File: src/rtl/axis_fifo_sync.sv
// Synchronous first-word-fall-through AXI-Stream FIFO.
// Power-of-two depth, so the pointers wrap naturally and the occupancy is tracked in count.
module axis_fifo_sync #(
  parameter int unsigned WIDTH = 16,
  parameter int unsigned DEPTH = 8
) (
  input  logic                     clk,
  input  logic                     rst,
  input  logic [WIDTH-1:0]         in_data,
  input  logic                     in_valid,
  output logic                     in_ready,
  output logic [WIDTH-1:0]         out_data,
  output logic                     out_valid,
  input  logic                     out_ready,
  output logic [$clog2(DEPTH):0]   count,
  output logic                     full,
  output logic                     empty
);

  localparam int unsigned AW = $clog2(DEPTH);
  localparam logic [AW-1:0] PTR_ONE  = 1;
  localparam logic [AW:0]   CNT_ONE  = 1;
  localparam logic [AW:0]   CNT_FULL = DEPTH[AW:0];

  logic [WIDTH-1:0] mem [DEPTH];
  logic [AW-1:0]    wr_ptr;
  logic [AW-1:0]    rd_ptr;
  logic [AW:0]      count_q;
  logic             push;
  logic             pop;

  always_comb begin
    full      = (count_q == CNT_FULL);
    empty     = (count_q == '0);
    in_ready  = !full;
    out_valid = !empty;
    push      = in_valid & in_ready;
    pop       = out_valid & out_ready;
    count     = count_q;
    out_data  = mem[rd_ptr];
  end

  always_ff @(posedge clk) begin
    if (rst) begin
      wr_ptr  <= '0;
      rd_ptr  <= '0;
      count_q <= '0;
    end else begin
      if (push) wr_ptr <= wr_ptr + PTR_ONE;
      if (pop)  rd_ptr <= rd_ptr + PTR_ONE;
      case ({push, pop})
        2'b10:   count_q <= count_q + CNT_ONE;
        2'b01:   count_q <= count_q - CNT_ONE;
        default: count_q <= count_q;
      endcase
    end
  end

  // Storage needs no reset; a write during reset is harmless since the pointers are cleared.
  always_ff @(posedge clk) begin
    if (push) mem[wr_ptr] <= in_data;
  end

endmodule
File: config.mk
export PLATFORM = sky130hd
export DESIGN_NAME = axis_fifo_sync
export DESIGN_NICKNAME = d
export VERILOG_FILES = /design/src/rtl/axis_fifo_sync.sv
export SDC_FILE = /design/constraint.sdc
export NUM_CORES = 1
export LEC_CHECK = 0
export CAP_MARGIN = 20
export CORE_ASPECT_RATIO = 0.9
export CORE_MARGIN = 8
export CORE_UTILIZATION = 45
export CTS_BUF_LIST = sky130_fd_sc_hd__clkbuf_2 sky130_fd_sc_hd__clkbuf_4 sky130_fd_sc_hd__clkbuf_8
export DETAILED_ROUTE_END_ITERATION = 8
export MAX_ROUTING_LAYER = met4
export PLACE_DENSITY = 0.67
export SYNTH_ARGS = -nofsm -noshare
export SYNTH_HDL_FRONTEND = slang
export SYNTH_SLANG_ARGS = --single-unit
File: constraint.sdc
create_clock -name clk -period 3.8 [get_ports clk]
set_input_delay 0.38 -clock clk [delete_from_list [all_inputs] [get_ports clk]]
set_output_delay 0.38 -clock clk [all_outputs]
set_load 0.01 [all_outputs]
==> impl_metrics.tcl, run 1 <==
set metrics [dict create \
    cts_tree "yes" \
    gp_congestion 0.715 \
    drc 0 \
    layout-drive-gt1-share_pct 21.5 \
    crit_required_ps 3420 \
    rows 38 \
    drtAntennaViolNets 0 \
    critPathSlowestCell "mux4_1" \
    crit_chain "buf_4, mux4_1, mux2_2, clkdlybuf4s50_1" \
    skew_ps 11.7 \
    synth_warnings 0 \
    wl_um 9900 \
    grt_pass1_wl_um 15500 \
    io_buffers 43 \
    fp.dieH_um 122 \
    arrival_ps 2640 \
    grt_start_max_net_pins 33 \
    n_antenna_cell 0 \
    status "finished, final reports clean" \
    clkSinkCount 141 \
    cap_violations 0 \
    hold_path.class "reg2reg" \
    grt_remaining_overflow 0 \
    setup_tns_ps 0 \
    fin_util_pct 55.2 \
    period_needed_ps 3020 \
    drtIter0Drc 191 \
    ys_types 32 \
    slew_violations 0 \
    first_global_vias 2860 \
    htree_num_levels 4 \
    nNetsFinal 348 \
    cp-start-kind "flip-flop" \
    clk_pin_slew_ps 70 \
    dpl_cell_area_sq_um 6270 \
    ctsResizeCount 0 \
    worstMarginPinSlew_ps 890 \
    fillers 931 \
    die_w_um 134 \
    timing.fmax_mhz 331 \
    syn-cell-area_sq_um 5610 \
    clock-root-buffer "clkbuf_8" \
    ir_drop_mv 0.384 \
    ys_seq_elements 141 \
    final_cell_area_sq_um 6690 \
    synth_sequential_area_ratio_pct 73.1 \
    finalHoldViolCount 0 \
    ios 44 \
    path_class "reg2out" \
    coreArea_sq_um 12100 \
    finalSetupViolations 0 \
    clk_latency_ps 430 \
    dp_hpwl_um 5850 \
    synth_nets 287 \
    synth.area.top_cells "edfxtp_1 69%, mux4_1 13%, dfxtp_1 4.6%" \
    maxSlewHeadroom_pct 40.6 \
    rsz0062_at_grt "no" \
    num_vias 2633 \
    syn_avg_cell_area_sq_um 21.4 \
    cts_made_buffers 17 \
    cts_hold_buf 0 \
    min_period_over_period_pct 79.4 \
    area_delta_synth_final_pct 19.2 \
    setup.worst_path.end_class "output port" \
    power_density_nw_per_um2 631 \
    clockBufferDepth 2 \
    max_stage_delay_ps 640 \
    wl_per_cell_um 20.0 \
    post_cts.repair.setup_buffers 0 \
    first_pass_iters 4 \
    initial_core_util_pct 46.3 \
    multi_input_area_sq_um 1430 \
    antenna_found_initial 0 \
    p_total_mw 4.22 \
    grt_usage_pct 13.3 \
    design.die.area_sq_um 16300 \
    yosysTopAreaCell "edfxtp_1" \
    regArea_sq_um 4100 \
    p_leak_nw 2.22 \
    syn_inst 262 \
    synth_top_area_share_pct 68.5 \
    path_max_fanout 32 \
    vias_per_cell 5.32 \
]
power by group:
part | internal (mW) | switching, mW
Combinational | 0.599 | 0.483
Clock | 0.722 | 0.534
Sequential | 1.82 | 0.0610
logic make-up after synthesis:
kind of cell    share of synthesized area, %
flops                                   73.1
mux                                     18.5
simple gates                            3.43
buf+inv                                 1.81
compound gates                         0.758
xor+xnor                                1.23
fa+ha+maj                               1.12
path summary, 6_finish.rpt:
path              depth (start not counted)      start  slack, ps          end
hold / removal                            2  rd_ptr[1]        500    rd_ptr[1]
setup reg to reg                          7   count[1]       1160     count[3]
hold reg to reg                           2  rd_ptr[1]        500    rd_ptr[1]
setup / recovery                          4  flip-flop        780  out_data[1]
Yosys cell counts:
cell type / number
buf_2: 2
nand2_2: 2
o21ai_0: 1
nor4_1: 1
o41ai_1: 1
nor3_1: 5
nand3_1: 5
or4_1: 1
buf_1: 3
a41oi_1: 1
xor2_1: 6
or4b_1: 1
clkbuf_1: 2
nor2b_1: 1
edfxtp_1: 128
dfxtp_1: 13
xor2_2: 1
nor4b_1: 1
nor2_1: 11
inv_1: 3
a21oi_1: 4
buf_6: 5
nand2_8: 1
mux4_2: 4
or3_1: 1
mux2_2: 18
nand2b_1: 2
clkbuf_2: 1
mux2i_1: 1
mux4_1: 28
ha_1: 5
nand2_1: 3
state kept, by name, indices dropped and copies added (netlist names), named ones only:
| register | cells |
|---|---|
| mem | 128 |
| rd_ptr | 3 |
| count | 4 |
| wr_ptr | 3 |
area by class of cell:
cell class                 instances  area share, %
tap                              160           2.99
timing repair buffer              55           7.78
multi-input combinational        105           21.4
clock buffer                      19           3.72
sequential                       141           61.4
inverter                           3          0.168
clock inverter                    12           2.56
critical path, delay by kind of cell, from the launching register on:
kind | cells | cell delay (ps)
muxes | 2 | 940
buffers and inverters | 2 | 920
DFF | 1 | 310
per-stage QoR:
stage	worst slack [ps]	std cells	hold WS, ps
finish	782	495	500
global placement	1200	464	471
detailed placement	1160	464	488
floorplan	964	262	454
CTS	724	495	505
global route	643	495	555
layout by cell type, fill, tap and decap left out, drive strengths merged, types with 2 or more instances in the layout:
cell           Yosys  routed
clkbuf             3      19
inv                3       3
clkdlybuf4s50      0      43
mux2              18      18
nor3               5       5
edfxtp           128     128
xor2               7       7
a21oi              4       4
dfxtp             13      13
bufinv             0       4
clkinv             0       7
mux4              32      32
nand2b             2       2
nand3              5       5
nor2              11      11
nand2              6       6
buf               10      12
ha                 5       5
per-layer routing:
metal	vias up	track usage, %	wire, um
met5	-	-	0
met4	0	4.41	99
met3	10	4.40	392
met2	51	21.5	4890
met1	1354	15.6	4510
li1	1218	-	-
Note: power is estimated with default switching activity, not from simulation.
==> inputs of run 2 (changes only) <==
==> constraint.sdc (replaced) <==
create_clock -name clk -period 3 [get_ports clk]
set_input_delay 0.3 -clock clk [delete_from_list [all_inputs] [get_ports clk]]
set_output_delay 0.3 -clock clk [all_outputs]
set_load 0.01 [all_outputs]
==> run 2 against run 1 <==
- utilization shrank 0.072 points
- power grew 24%
- clock power grew 16%
- sequential power grew 27%
- die area is the same
- first-iteration DRC count shrank 9.9%
==> impl_metrics.tcl, run 2 (same netlist as run 1, synthesis figures left out) <==
set metrics [dict create \
    drtAntennaViolNets 0 \
    ir_drop_mv 0.436 \
    timing.fmax_mhz 361 \
    first_pass_iters 4 \
    max_stage_delay_ps 590 \
    grt_start_max_net_pins 33 \
    fin_cells 497 \
    final_cell_mix "128 x edfxtp_1, 43 x clkdlybuf4s50_1, 28 x mux4_1" \
    vias_per_cell 5.26 \
    p_int_mw 3.82 \
    gp_congestion 0.697 \
    rows 38 \
    cp-start-kind "flip-flop" \
    fp.dieH_um 122 \
    status "finished, final reports clean" \
    final_common_cell "edfxtp_1" \
    crit_chain "buf_6, mux4_1, mux2_2, clkdlybuf4s50_1" \
    seqPwrFrac_pct 45.7 \
    share_clk_of_total_power_pct 28.1 \
    wl_um 9970 \
    setup_tns_ps 0 \
    grt_usage_pct 13.5 \
    wl_per_cell_um 20.1 \
    dp_hpwl_um 5930 \
    initial_core_util_pct 46.3 \
    largest_register "mem" \
    arrival_ps 2470 \
    die_w_um 134 \
    largest_reg_flops 128 \
    clkSinkCount 141 \
    layout-drive-gt1-share_pct 22.3 \
    p_switching_mw 1.40 \
    period_needed_ps 2770 \
    antenna_found_initial 0 \
    r2r_slack_ps 350 \
    skew_ps 11.6 \
    p_leak_nw 2.20 \
    worstMarginPinSlew_ps 617 \
    ios 44 \
    finalWorstSetupSlack_ps 229 \
    dp_slack_ps 356 \
    area_delta_synth_final_pct 19.0 \
    nNetsFinal 349 \
    htree_num_levels 4 \
    clock-root-buffer "clkbuf_8" \
    io_buffers 43 \
    path_class "reg2out" \
    cts_hold_buf 0 \
    grt_remaining_overflow 0 \
    setup.worst_path.end_class "output port" \
    design.die.area_sq_um 16300 \
    drtIter0Drc 172 \
    hold_path.class "reg2reg" \
    combinationalPowerShare_pct 26.2 \
    finalSetupViolations 0 \
    cts_made_buffers 17 \
    critPathSlowestCell "mux4_1" \
    grt_pass1_wl_um 15600 \
    power_density_nw_per_um2 781 \
    dp_cells 465 \
    path_max_fanout 24 \
    clockBufferDepth 2 \
    slew_violations 0 \
    clk_pin_slew_ps 80 \
    coreArea_sq_um 12100 \
    path_buf_inv 2 \
    maxSlewHeadroom_pct 58.6 \
    crit_required_ps 2700 \
    p_sw_share_pct 26.8 \
    n_antenna_cell 0 \
    crit_family "multiplexers" \
    first_global_vias 2822 \
    clk_latency_ps 430 \
    finalHoldViolCount 0 \
    drc 0 \
    min_period_over_period_pct 92.4 \
    num_vias 2616 \
    rsz0062_at_grt "no" \
    cap_violations 0 \
    fillers 960 \
    cts_tree "yes" \
]
run 2: changes by cell type in the layout (fill, tap and decap cells not counted):
cell,delta
clkbuf_4,-1
buf_4,-1
buf_12,+1
bufinv_16,-2
clkinvlp_4,+4
clkinv_1,-1
buf_6,+1
inv_6,+1
run 2: repair_timing:
action                                  4_1_cts  5_1_grt
setup buffers                                 0        0
endpoints found under the setup margin        0        1
resized for setup                             0        1
run 2: final timing paths:
check,depth (start not counted),from,end
setup reg to reg,7,count[1],count[3]
hold reg to reg,2,rd_ptr[1],rd_ptr[1]
setup / recovery,4,flip-flop,out_data[10]
hold / removal,2,rd_ptr[1],rd_ptr[1]
run 2: metal layers:
| layer | global-route usage (%) | vias up | routed length, um |
|---|---|---|---|
| li1 | - | 1220 | - |
| met1 | 16.6 | 1335 | 4650 |
| met2 | 20.5 | 53 | 4850 |
| met3 | 5.14 | 8 | 390 |
| met4 | 3.99 | 0 | 82 |
| met5 | - | - | 0 |
run 2: metrics by stage:
| step | total power, mW | cell area [sq um] | hold slack (ps) | utilization, % |
|---|---|---|---|---|
| 2_1_floorplan | 3.30 | 5610 | 399 | - |
| 3_3_place_gp | 3.80 | 6290 | 474 | 51.9 |
| 3_5_place_dp | 3.82 | 6290 | 484 | 51.9 |
| 4_1_cts | 5.29 | 6680 | 500 | 55.1 |
| 5_1_grt | 5.47 | 6680 | 538 | 55.1 |
| 6_report | 5.21 | 6680 | 499 | 55.1 |
run 2: final cells by class:
class | count | area [sq um] | area share, %
inverter | 3 | 11.3 | 0.169
multi-input combinational | 105 | 1430 | 21.4
tap | 160 | 200 | 3.00
clock buffer | 18 | 241 | 3.62
sequential | 141 | 4100 | 61.4
timing repair buffer | 56 | 544 | 8.15
clock inverter | 14 | 146 | 2.19
run 2: power by group through the flow:
| stage | clock [mW] | sequential [mW] | combinational, mW |
|---|---|---|---|
| 6_report | 1.46 | 2.38 | 1.37 |
| 5_1_grt | 1.59 | 2.40 | 1.48 |
| 4_1_cts | 1.50 | 2.38 | 1.40 |
| 3_5_place_dp | 0 | 2.43 | 1.40 |
| 3_3_place_gp | 0 | 2.42 | 1.38 |
| 2_1_floorplan | 0 | 2.42 | 0.879 |
run 2: worst register-to-register path, stage by stage, from the launching register on:
cell	delay, ps
dfxtp_1	380
or4b_1	730
nand2_8	190
ha_1	280
nand2_1	80
mux2_2	260
o41ai_1	270
mux2_2	370
